<file path="src/rtl/pipeline_hazard_ctrl.sv">
// rtl/pipeline_hazard_ctrl.sv - stall/flush controller for a 5-stage pipeline.
// Optional stall_count performance counter enabled by defining HAZARD_PERF_CNT_EN.
module pipeline_hazard_ctrl (
  input  logic        clk,
  input  logic        rst_n,
  input  logic [4:0]  IF_ID_Rs,
  input  logic [4:0]  IF_ID_Rt,
  input  logic [4:0]  ID_EX_Rt,
  input  logic        ID_EX_MemtoReg,
  input  logic        branch_taken,
  input  logic        dmem_req,
  input  logic        dmem_ready,
  output logic        PCWrite,
  output logic        IF_ID_Write,
  output logic        ID_EX_Write,
  output logic        EX_MEM_Write,
  output logic        IF_ID_Flush,
  output logic        ID_EX_Flush,
  output logic        MEM_WB_Flush,
  output logic [1:0]  hz_state
`ifdef HAZARD_PERF_CNT_EN
  ,
  output logic [15:0] stall_count
`endif
);

  typedef enum logic [1:0] {
    RUN        = 2'd0,
    LOAD_STALL = 2'd1,
    MEM_WAIT   = 2'd2,
    BR_FLUSH   = 2'd3
  } state_e;

  state_e state_q, state_d;
  logic   mem_stall;
  logic   load_use;

  assign mem_stall = dmem_req && !dmem_ready;
  assign load_use  = ID_EX_MemtoReg && (ID_EX_Rt != 5'd0) &&
                     ((ID_EX_Rt == IF_ID_Rs) || (ID_EX_Rt == IF_ID_Rt));

  always_comb begin
    state_d      = RUN;
    PCWrite      = 1'b1;
    IF_ID_Write  = 1'b1;
    ID_EX_Write  = 1'b1;
    EX_MEM_Write = 1'b1;
    IF_ID_Flush  = 1'b0;
    ID_EX_Flush  = 1'b0;
    MEM_WB_Flush = 1'b0;

    // An outstanding memory access freezes everything, whatever state we are in.
    if (mem_stall) begin
      state_d      = MEM_WAIT;
      PCWrite      = 1'b0;
      IF_ID_Write  = 1'b0;
      ID_EX_Write  = 1'b0;
      EX_MEM_Write = 1'b0;
      MEM_WB_Flush = 1'b1;
    end else begin
      case (state_q)
        RUN, MEM_WAIT: begin
          if (branch_taken) begin
            state_d     = BR_FLUSH;
            IF_ID_Flush = 1'b1;
            ID_EX_Flush = 1'b1;
          end else if (load_use) begin
            state_d     = LOAD_STALL;
            PCWrite     = 1'b0;
            IF_ID_Write = 1'b0;
            ID_EX_Flush = 1'b1;
          end
        end
        BR_FLUSH: begin
          IF_ID_Flush = 1'b1;
        end
        default: begin
        end
      endcase
    end

    if (!rst_n) begin
      PCWrite      = 1'b0;
      IF_ID_Write  = 1'b0;
      ID_EX_Write  = 1'b0;
      EX_MEM_Write = 1'b0;
      IF_ID_Flush  = 1'b0;
      ID_EX_Flush  = 1'b0;
      MEM_WB_Flush = 1'b0;
    end
  end

  always_ff @(posedge clk or negedge rst_n) begin
    if (!rst_n) begin
      state_q <= RUN;
    end else begin
      state_q <= state_d;
    end
  end

  assign hz_state = state_q;

`ifdef HAZARD_PERF_CNT_EN
  logic [15:0] stall_count_q, stall_count_d;

  always_comb begin
    stall_count_d = stall_count_q;
    if (!PCWrite && (stall_count_q != 16'hFFFF)) begin
      stall_count_d = stall_count_q + 16'd1;
    end
  end

  always_ff @(posedge clk or negedge rst_n) begin
    if (!rst_n) begin
      stall_count_q <= 16'd0;
    end else begin
      stall_count_q <= stall_count_d;
    end
  end

  assign stall_count = stall_count_q;
`endif

endmodule
</file>
<file path="config.mk">
export PLATFORM = sky130hd
export DESIGN_NAME = pipeline_hazard_ctrl
export DESIGN_NICKNAME = d
export VERILOG_FILES = /design/src/rtl/pipeline_hazard_ctrl.sv
export SDC_FILE = /design/constraint.sdc
export NUM_CORES = 1
export LEC_CHECK = 0
export ABC_AREA = 1
export CORE_AREA = 2 2 39 41
export DETAILED_ROUTE_END_ITERATION = 8
export DIE_AREA = 0 0 41 43
export PLACE_DENSITY = 0.78
export RECOVER_POWER = 25
export SLEW_MARGIN = 20
export SYNTH_ARGS = -nofsm -noshare
export SYNTH_HDL_FRONTEND = slang
export SYNTH_SLANG_ARGS = --single-unit
</file>
<file path="constraint.sdc">
create_clock -name clk -period 1.37 [get_ports clk]
set_clock_uncertainty 0.05 [all_clocks]
set_input_delay 0.137 -clock clk [delete_from_list [all_inputs] [get_ports clk]]
set_output_delay 0.137 -clock clk [all_outputs]
set_load 0.05 [all_outputs]
</file>
# ---- After elaboration in Yosys (flattened, before gate mapping)
# Index checks and enable logic that the tools add are counted.
# W data, S select, Z words.
dict set report op_classes {
  eq_ne 4
  n_mux 22
  n_reduce_logical 8
}
# cell n
set op_table {}
lappend op_table {{$mux W1} 18}
lappend op_table {{$eq A5 B5 Y1} 2}
lappend op_table {{$mux W2} 3}
lappend op_table {{$reduce_bool A5 Y1} 1}
lappend op_table {{$eq A2 B2 Y1 const B} 2}
lappend op_table {{$logic_and A1 B1 Y1} 3}
lappend op_table {{$logic_not A2 Y1} 1}
lappend op_table {{$pmux W1 S2} 1}
lappend op_table {{$reduce_or A2 Y1} 1}
lappend op_table {{$logic_not A1 Y1} 1}
lappend op_table {{$logic_or A1 B1 Y1} 1}
dict set report totals {
  reg_bits 2
  inputBits 21
  output_inout_bits 9
  word_cells 35
}

# ---- Depth between registers and ports, before layout
dict set report depth {
  ltp_word 8
  depth_mapped 10
  depth_no_buf 10
}

# ---- Worst setup path after synthesis
# Ideal clock, no wire load.
dict set report synth_timing {
  path_kind {flip-flop to output port}
  from {reg state_q[0] (netlist: hz_state[0])}
  to {out IF_ID_Flush}
  t_arrival_ns 1.852
  required_ns 1.183
  path_slack_ns -0.669
  stages_incl_launch_ff 3
  path_cell_list {dfrtp_1 > a21oi_1 > nor3_1}
}
dict set report synth_between {
  elab_chain_cells 5
  word_cells_on_any_way 7
}
# item line
set synth_lines {}
lappend synth_lines {{start, declared} 34} ;# state_e state_q, state_d;
lappend synth_lines {{start signal, assigned} 97} ;# state_q <= state_d;
lappend synth_lines {{$eq A2 B2 Y1 / $logic_not A2 Y1 (equally long branches)} 61} ;# case (state_q)
lappend synth_lines {{$reduce_or A2 Y1} 61}
lappend synth_lines {{$pmux W1 S2 *} 61}
lappend synth_lines {{$mux W1 *} 53} ;# if (mem_stall) begin
lappend synth_lines {{$mux W1 *} 82} ;# if (!rst_n) begin
lappend synth_lines {{end, declared} 17} ;# output logic IF_ID_Flush,
# Mark *: on every way between the ends. The rest lies on a longest branch, timed or not.

# ---- Worst setup path after layout
dict set report layout_timing {
  from {reg state_q[0] (netlist: hz_state[0])}
  to {out PCWrite}
}
dict set report layout_between {
  elab_chain_cells 5
  word_cells_on_any_way 6
}
# item line
set layout_lines {}
lappend layout_lines {{$eq A2 B2 Y1 / $logic_not A2 Y1 (equally long branches)} 61}
lappend layout_lines {{$reduce_or A2 Y1 *} 61}
lappend layout_lines {{$mux W1 *} 61}
lappend layout_lines {{$mux W1 *} 53}
lappend layout_lines {{$mux W1 *} 82}
lappend layout_lines {{end, declared} 13} ;# output logic PCWrite,
# Marks and branches as above.

==> metrics.txt <==
IO buf count 29; Seq cells post-synth 2; Worst-path clk slew 30 ps; switching power total between 200 and 250 uW; clk buf depth 2; Total Power between 500 and 600 uW; ANT nets after route 0; GRT overflow 0; sequential power share 14.0%; hold_ws between 200 and 250 ps; H-tree depth 1; first-pass GRT wire length 1700 microns; FMAX 0.710 GHz; Layout fillers 150; Critical Path Sink Type output pin; grt met3 use about 1.6%; static leakage 0.000456 uW; pin count of the biggest net entering global routing 6; mapped cell area between 300 and 400 sq um; Max FO, Critical Path 5; synthesized instance count 72; vias per inst about 4.0; most used routing layer met2; met2 Track Usage GR about a fifth; Slew headroom 82.4%; Arrival @ worst endpoint 1220 ps; chip width around 41 microns; Syn Area/Cell between 4 and 5 sq um; Tightest Pin Transition approximately 260 ps; Critical Path RT 1180 ps; worst-skew pair later-pin latency roughly 230 ps; chip height roughly 43 microns; fin nets 131; maximum vdd drop between 0.5 and 0.6 mV; Synthesized Nets 93; Synth Flop Type dfrtp_1; area delta synth->final 122%; row cnt 14; Total Routing Usage GR between 10% and 20%; Worst setup SP type flip-flop; Setup-failing EPs final 3; Pre-antenna DRT Iters 4; layout cell share with drive strength beyond 1 43.1%; Seq/Total Area, Yosys 14.0%; vias in the first global route 442; WS Path Type flip-flop to output pin; sw frac between 30% and 40%; max-cap viol count 0; Detailed Place HPWL between 800 and 900 microns; Die ar. roughly 1800 sq um; combinational power share approximately 58%; # IOs 30; area of the multi-input gates 270 sq um; Post-Route Utilization a little under three fifths; top cells by area in the synthesized netlist nand2_1, inv_1, dfrtp_1; HP Class input port to async pin; final worst slack -38.7 ps; vias about 500; FF+latch area 51.3 sq um; clock root cell clkbuf_4; status finished, violations left; minimum clock period 1410 ps; starting density of the core 25.8%; Inst Count DP 120; RSZ-0062 raised after global routing true; GR Util met1 between 15 and 20%; initial antenna violation count 0; clock sinks 2; Post-synth ARST share 100%; hold violation total from the final report 0; wire length per cell 8.03 microns; clock network power share between 20 and 30%; final routed DRC violation total 0; aggregate routed wire length around 1000 microns; Finished Layout Cells between 100 and 150; top-count cell post-synth nand2_1; max reg flops 2; number of antenna diodes 0; Post-synth EDFFs 0; post-place setup slack -387 ps; r2r startpoint hz_state[0]$_DFF_PN0_; failing checks negative setup slack; Synth top area share 23.2%; # hold bufs at CTS 0; CP startpoint hz_state[0]$_DFF_PN0_; Int Power approximately 320 uW; Ys Warns 0; CTS tree yes; synth cell count leaders nand2_1, inv_1, nor2_1; GP Congestion around 0.75; TritonCTS Buffers 3; Core ar. around 1400 sq um; Final Cycle Share 103%; initial drt markers 11; Pins Over Slew Limit 0; Yosys top cell by area nand2_1; Pwr Density between 600 and 700 nW/um^2; Synth cell types 16
[cells by family after synthesis]
family	synth area share, %
AND/OR/NAND/NOR	51.2
buffers and inverters	24.2
AO/OA/AOI/OAI	5.61
XOR/XNOR	4.91
flip-flops	14.0
[critical path: stages, from the launching register on]
cell and delay [ps]:
dfrtp_2 420, or2_4 240, o21ai_4 140, inv_4 40
buf_6 140
[power groups by stage]
stage	logic (uW)	registers [uW]	clock network (uW)
2_1_floorplan	138	90.2	0
3_3_place_gp	303	74.3	0
3_5_place_dp	306	74.3	0
4_1_cts	305	72.0	151
5_1_grt	322	72.6	157
6_report	299	72.5	145
[repair_timing]
action,4_1_cts,5_1_grt
setup buffers,1,1
setup endpoints to repair,7,5
gates resized for setup,52,5
cloned,0,0
pin swaps,21,9
[per-layer routing]
metal  vias to the layer above  share of wire (%)
met5                         -                  0
met4                         0                  0
met3                         0                5.6
met2                        15                 52
met1                       206                 42
li1                        280                  -
[worst paths after layout]
check / to / slack, ps / cells after the start
max: PCWrite / -40 / 4
min: hz_state[0]$_DFF_PN0_ / 220 / 2
max reg2reg: hz_state[1]$_DFF_PN0_ / 480 / 2
min reg2reg: hz_state[0]$_DFF_PN0_ / 560 / 3
max in group asynchronous: hz_state[0]$_DFF_PN0_ / 910 / 2
min in group clk: hz_state[1]$_DFF_PN0_ / 280 / 4
[layout by cell type (no fill, tap or decap)]
cell type | Yosys | layout
a21oi_1 | 1 | 1
buf_12 | 0 | 7
buf_2 | 0 | 7
buf_4 | 2 | 4
buf_6 | 0 | 3
clkbuf_1 | 0 | 2
clkbuf_2 | 0 | 4
clkbuf_4 | 0 | 3
clkdlybuf4s15_1 | 0 | 2
clkdlybuf4s50_1 | 0 | 2
dfrtp_1 | 2 | 1
dfrtp_2 | 0 | 1
dlygate4sd2_1 | 0 | 3
dlygate4sd3_1 | 0 | 1
dlymetal6s2s_1 | 0 | 1
inv_1 | 15 | 13
inv_2 | 4 | 5
inv_4 | 0 | 1
nand2_1 | 22 | 22
nand2_2 | 4 | 4
nand3_1 | 2 | 2
nand4_1 | 1 | 1
nor2_1 | 11 | 7
nor2_2 | 1 | 2
nor2_4 | 0 | 3
nor3_4 | 0 | 1
o21ai_0 | 2 | 1
o21ai_1 | 1 | 1
o21ai_4 | 0 | 1
or2_4 | 0 | 1
xnor2_1 | 2 | 2
[stage by stage]
step | setup TNS, ps | instance area [sq um]
CTS | -120 | 807
global route | -407 | 793
finish | -80.1 | 793
global placement | -1090 | 793
floorplan | -36.7 | 403
detailed placement | -1270 | 793
[final cells by class]
type | instances | area share, %
inverter | 19 | 9.31
tap | 16 | 2.52
clock buffer | 4 | 3.31
timing repair buffer | 35 | 44.3
multi-input combinational | 49 | 34.1
sequential | 2 | 6.47
No activity file was read; power rests on OpenSTA's default activity.
